`src/rtl/branch_control_if.sv`:
```
// rtl/branch_control_if.sv - operand/control and decision/statistics bundle for branch_control
interface branch_control_if #(
    parameter int XLEN  = 64,
    parameter int CNT_W = 32
);
    logic [XLEN-1:0]  opr_a_i;
    logic [XLEN-1:0]  opr_b_i;
    logic             is_b_type_i;
    logic [2:0]       instr_funct3_i;
    logic             branch_taken_o;
    logic             illegal_funct3_o;
    logic             branch_taken_q_o;
    logic [CNT_W-1:0] branch_cnt_o;
    logic [CNT_W-1:0] taken_cnt_o;

    modport master (
        output opr_a_i, opr_b_i, is_b_type_i, instr_funct3_i,
        input  branch_taken_o, illegal_funct3_o, branch_taken_q_o, branch_cnt_o, taken_cnt_o
    );

    modport slave (
        input  opr_a_i, opr_b_i, is_b_type_i, instr_funct3_i,
        output branch_taken_o, illegal_funct3_o, branch_taken_q_o, branch_cnt_o, taken_cnt_o
    );
endinterface

```
`src/rtl/branch_control.sv`:
```
// rtl/branch_control.sv - RISC-V branch condition evaluator with registered decision and saturating statistics
module branch_control #(
    parameter int XLEN  = 64,
    parameter int CNT_W = 32
) (
    input  logic             clk,
    input  logic             rst,
    branch_control_if.slave  bc
);
    localparam logic [2:0] F3_BEQ  = 3'b000;
    localparam logic [2:0] F3_BNE  = 3'b001;
    localparam logic [2:0] F3_BLT  = 3'b100;
    localparam logic [2:0] F3_BGE  = 3'b101;
    localparam logic [2:0] F3_BLTU = 3'b110;
    localparam logic [2:0] F3_BGEU = 3'b111;

    logic [XLEN-1:0]  opr_a;
    logic [XLEN-1:0]  opr_b;
    logic             eq;
    logic             lt_s;
    logic             lt_u;
    logic             taken;
    logic             illegal;
    logic             taken_q;
    logic [CNT_W-1:0] branch_cnt;
    logic [CNT_W-1:0] taken_cnt;

    assign opr_a = bc.opr_a_i;
    assign opr_b = bc.opr_b_i;
    assign eq    = (opr_a == opr_b);
    assign lt_s  = ($signed(opr_a) < $signed(opr_b));
    assign lt_u  = (opr_a < opr_b);

    // Reserved funct3 codes (010/011) fall to the default arm: never taken, flagged illegal.
    always_comb begin
        taken   = 1'b0;
        illegal = 1'b0;
        if (bc.is_b_type_i) begin
            case (bc.instr_funct3_i)
                F3_BEQ:  taken = eq;
                F3_BNE:  taken = !eq;
                F3_BLT:  taken = lt_s;
                F3_BGE:  taken = !lt_s;
                F3_BLTU: taken = lt_u;
                F3_BGEU: taken = !lt_u;
                default: illegal = 1'b1;
            endcase
        end
    end

    always_ff @(posedge clk) begin
        if (rst) begin
            taken_q    <= 1'b0;
            branch_cnt <= '0;
            taken_cnt  <= '0;
        end else begin
            taken_q <= taken;
            if (bc.is_b_type_i && (branch_cnt != {CNT_W{1'b1}}))
                branch_cnt <= branch_cnt + 1'b1;
            if (taken && (taken_cnt != {CNT_W{1'b1}}))
                taken_cnt <= taken_cnt + 1'b1;
        end
    end

    assign bc.branch_taken_o   = taken;
    assign bc.illegal_funct3_o = illegal;
    assign bc.branch_taken_q_o = taken_q;
    assign bc.branch_cnt_o     = branch_cnt;
    assign bc.taken_cnt_o      = taken_cnt;
endmodule

```
`src/flat_wrapper.sv`:
```
// flat-port wrapper written by rule: the top's interface ports become plain ports
module branch_control_flat 
#(
    parameter int XLEN  = 64,
    parameter int CNT_W = 32
)
  (clk, rst, bc_opr_a_i, bc_opr_b_i, bc_is_b_type_i, bc_instr_funct3_i, bc_branch_taken_o, bc_illegal_funct3_o, bc_branch_taken_q_o, bc_branch_cnt_o, bc_taken_cnt_o);
  branch_control_if #(.XLEN(XLEN), .CNT_W(CNT_W)) bc_i ();
  input  logic clk;
  input  logic rst;
  input wire logic [$bits(bc_i.opr_a_i)-1:0] bc_opr_a_i;
  input wire logic [$bits(bc_i.opr_b_i)-1:0] bc_opr_b_i;
  input wire logic [$bits(bc_i.is_b_type_i)-1:0] bc_is_b_type_i;
  input wire logic [$bits(bc_i.instr_funct3_i)-1:0] bc_instr_funct3_i;
  output wire logic [$bits(bc_i.branch_taken_o)-1:0] bc_branch_taken_o;
  output wire logic [$bits(bc_i.illegal_funct3_o)-1:0] bc_illegal_funct3_o;
  output wire logic [$bits(bc_i.branch_taken_q_o)-1:0] bc_branch_taken_q_o;
  output wire logic [$bits(bc_i.branch_cnt_o)-1:0] bc_branch_cnt_o;
  output wire logic [$bits(bc_i.taken_cnt_o)-1:0] bc_taken_cnt_o;
  assign bc_i.opr_a_i = bc_opr_a_i;
  assign bc_i.opr_b_i = bc_opr_b_i;
  assign bc_i.is_b_type_i = bc_is_b_type_i;
  assign bc_i.instr_funct3_i = bc_instr_funct3_i;
  assign bc_branch_taken_o = bc_i.branch_taken_o;
  assign bc_illegal_funct3_o = bc_i.illegal_funct3_o;
  assign bc_branch_taken_q_o = bc_i.branch_taken_q_o;
  assign bc_branch_cnt_o = bc_i.branch_cnt_o;
  assign bc_taken_cnt_o = bc_i.taken_cnt_o;
  branch_control #(.XLEN(XLEN), .CNT_W(CNT_W)) u_core (.clk(clk), .rst(rst), .bc(bc_i));
endmodule
```
`config.mk`:
```
export PLATFORM = sky130hd
export DESIGN_NAME = branch_control_flat
export DESIGN_NICKNAME = d
export VERILOG_FILES = /design/src/rtl/branch_control_if.sv /design/src/rtl/branch_control.sv /design/src/flat_wrapper.sv
export SDC_FILE = /design/constraint.sdc
export NUM_CORES = 1
export LEC_CHECK = 0
export ABC_AREA = 1
export CELL_PAD_IN_SITES_DETAIL_PLACEMENT = 2
export CELL_PAD_IN_SITES_GLOBAL_PLACEMENT = 2
export CORE_UTILIZATION = 23
export DETAILED_ROUTE_END_ITERATION = 8
export PLACE_DENSITY_LB_ADDON = 0.1
export SLEW_MARGIN = 10
export SYNTH_ARGS = -nofsm -noshare
export SYNTH_HDL_FRONTEND = slang
export SYNTH_SLANG_ARGS = --single-unit
```
`constraint.sdc`:
```
create_clock -name clk -period 3.8 [get_ports clk]
set_input_delay 0.76 -clock clk [delete_from_list [all_inputs] [get_ports clk]]
set_output_delay 0.76 -clock clk [all_outputs]
set_load 0.03 [all_outputs]
```
==> summary.md <==
| Metric | Value |
|---|---|
| Clock Root Buffer | `clkbuf_16` |
| Hold Crit Class | `flip-flop to flip-flop` |
| Placeable Area | `23800 um2` |
| GR Util All Layers | `17.3%` |
| WL/cell | `15.4 um` |
| Post-synthesis sequential area ratio | `23.0%` |
| DR vias | `6563` |
| DP HPWL | `17300 um` |
| Status | `finished clean` |
| R2R Setup Slk | `1.01 ns` |
| Inst Count DP | `1421` |
| CP delay by family, top | `simple AND/OR/NAND/NOR gates` |
| Final setup fails | `0` |
| Final worst slack | `0.109 ns` |
| CP arrival | `2.93 ns` |
| Power density cells | `246 nW/um2` |
| Area Growth Syn to Fin | `59.4%` |
| Count of different cell masters after synthesis | `37` |
| Post-synthesis compound-gate area fraction | `8.06%` |
| Worst setup EP type | `output port` |
| Synthesized instance count | `911` |
| Max transition margin | `50.2%` |
| Residual DRC | `0` |
| Footprint of the multi-input gates | `4120 um2` |
| Tcrit/Tclk final | `97.1%` |
| DRT Wirelength | `22100 um` |
| Setup TNS | `0 ns` |
| Worst Hold End | `u_core.bc.branch_cnt_o[21]` |
| CP bufs+invs | `4` |
| Mux contribution to synthesized area | `0%` |
| Setup WS pre-CTS | `-0.134 ns` |
| Critical-path cell list | `clkdlybuf4s50_1, inv_1, ha_4, a21oi_2, nor2_1, nor2_1, nand2_1, nand2_1, nand2_1, nand2_1, nand2_2, nand2_4, nand2_4, nand2_2, nand2_2, nor2_4, nand3_4, nand2_2, inv_2, buf_6` |
| Yosys top cell area share | `23.0%` |
| Synth Area in XOR/XNOR | `1.70%` |
| Clock tree buffer depth | `2` |
| Clock-pin slew on the worst setup and hold paths | `0.06 ns` |
| Detailed Route Iter0 Violations | `199` |
| H-tree levels | `3` |
| Asr flop ratio synth | `0%` |
| Vias in the first global route | `7037` |
| Placement Cell Area | `8020 um2` |
| Crit path required time | `3.04 ns` |
| Post-Layout Cell Count | `1440` |
| Largest family of logic cells by synthesized area | `simple AND/OR/NAND/NOR gates` |
| Warnings from Yosys | `0` |
| VDD IR max | `141 uV` |
| Register area | `1300 um2` |
| Die width | `159 um` |
| Iteration count of the initial detailed-routing pass | `4` |
| Fmax | `271 MHz` |
| Final hold slack | `0.508 ns` |
| Die height | `159 um` |
| Worst Setup Path Type | `primary input to output port` |
| WHS Path Cells | `1` |
| Starting Density | `23.8%` |
| I/O pin cnt | `201` |
| Worst-Margin Slew | `0.742 ns` |
| Post-synth EDFFs | `0` |
| Routed Antenna Nets | `0` |
| Pleak | `3.86 nW` |
| Design area | `9010 um2` |
| Avg Vias per Cell | `4.56` |
| Final min period | `3.69 ns` |
| Final Max Slew Viols | `0` |
| Synth top area cells | `dfxtp_1 23%, ha_1 15%, nand2_1 13%, inv_1 13%, nor2_1 7.1%` |
| Inserted Clock Buffers | `9` |
| First-pass GRT wire length | `35500 um` |
| Final hold viol count | `0` |
| Cell area after synthesis | `5650 um2` |
| # diodes | `0` |
| Clk sinks | `65` |
| Hold Crit Start | `u_core.bc.branch_cnt_o[21]` |
| Prevailing post-synth register cell | `dfxtp_1` |
| Final worst clock skew | `0.00795 ns` |
| Simple-gate share of the synthesized area | `37.8%` |
| Post-synthesis adder-cell area fraction | `14.6%` |
| FILL cells | `2804` |
| Share of layout cells above drive strength 1 | `13.8%` |
| Initial antenna violation count | `0` |
| CP startpoint kind | `primary input` |
| Port bufs | `200` |
| Max-cap viol count | `0` |
| Die Area | `25200 um2` |
| Largest area contributor in the netlist | `dfxtp_1` |
| Largest net degree at the start of global routing | `47` |
| Post-synth net total | `1111` |
| #FFs+latches synth | `65` |
| Critical-path maximum fanout | `3` |
| Gr ovfl total | `0` |
| Synth Area per Inst | `6.20 um2` |
| GP Congestion | `0.750` |
| Final Power | `2.22 mW` |
| Row count | `56` |
| Post-layout util | `37.9%` |
| Reg2reg start | `u_core.bc.taken_cnt_o[0]` |
| Count leader, synth | `nand2_1` |
| Worst-Skew Late Latency | `0.34 ns` |
| # nets final | `1316` |
| Reg2reg end | `u_core.bc.taken_cnt_o[13]` |
| Post-synth top cells | `198 x nand2_1, 192 x inv_1, 107 x nor2_1` |
| CTS tree | `built` |
| Critical-path top delay cell | `clkdlybuf4s50_1` |
| Largest stage delay, worst path | `0.46 ns` |
| R2R depth | `14` |
[cell usage in the layout (no fill, tap or decap), drive strengths merged]
cell type,count
clkdlybuf4s50,181
dfxtp,65
nor3b,2
a31oi,3
dlygate4sd2,6
a21oi,49
nand3b,1
nor4,13
o21ai,25
clkbuf,9
a21o,1
xnor2,4
inv,196
o21a,4
nor3,31
nor2,114
a211oi,1
clkinvlp,1
ha,66
dlymetal6s2s,11
bufinv,2
nand4,44
and2b,1
nand3,56
clkinv,5
o22ai,1
o21bai,2
xor2,7
and3,2
buf,15
nand2,203
[how the worst max path moves through the flow]
stage | from | end | slack (ns) | cells past startpoint
after floorplan | bc_opr_b_i[63] | bc_branch_taken_o | 0.51 | 16
after global placement | bc_opr_b_i[41] | bc_branch_taken_o | -0.07 | 18
after detailed placement | bc_opr_b_i[41] | bc_branch_taken_o | -0.13 | 18
after CTS | bc_opr_b_i[63] | bc_branch_taken_o | 0.004 | 16
after global routing | bc_opr_b_i[5] | bc_branch_taken_o | -0.06 | 20
final | bc_opr_b_i[5] | bc_branch_taken_o | 0.11 | 20
[timing repair]
item | in CTS | in global routing
hold buffers | 0 | 0
setup buffers | 3 | 0
endpoints found under the setup margin | 1 | 3
resized for setup | 39 | 95
pin swaps | 39 | 58
[flip-flops by register name (all words and copies together), names as in the netlist]
register / cells
u_core.bc.branch_cnt_o: 32
u_core.bc.branch_taken_q_o: 1
u_core.bc.taken_cnt_o: 32
[worst register-to-register path, cell delays in order, from the launching register on]
cell     delay [ns]
dfxtp_1        0.39
ha_1           0.22
nand2_2        0.09
nor2_2         0.10
nand2_2        0.07
nor3_1         0.24
nand3_1        0.25
nor2_2         0.18
nand3_2        0.11
nor4_4         0.57
nor2_1         0.14
nand3_1        0.13
nand2_1        0.07
nand2_1        0.07
nor2_1         0.04
[where the power goes]
part | switching (mW) | total, mW | internal, mW
Clock | 0.360 | 0.942 | 0.582
Combinational | 0.282 | 0.568 | 0.286
Sequential | 0.0133 | 0.705 | 0.692
Total | 0.656 | 2.22 | 1.56
[logic make-up (layout without fill, tap and decap cells)]
logic type	after synthesis	count (layout)
compound gates	86	86
fa+ha+maj	66	66
buf+inv	216	426
xor+xnor	11	11
simple gates	467	467
flops	65	65
[layer usage]
metal | track usage, % | wire length (um) | vias to the layer above
met3 | 2.87 | 627 | 12
met2 | 33.4 | 11800 | 90
met4 | 3.00 | 143 | 0
met1 | 19.8 | 9530 | 3147
li1 | - | - | 3314
met5 | 0 | 0 | -
[area by class of cell]
| cell class | count | area share [%] |
|---|---|---|
| well taps | 319 | 4.43 |
| clock inverters | 7 | 1.14 |
| clock buffers | 9 | 2.50 |
| multi-input cells | 630 | 45.7 |
| flip-flops and latches | 65 | 14.4 |
| inverters | 197 | 8.21 |
| repair buffers | 213 | 23.6 |
Note: power is estimated with default switching activity, not from simulation.
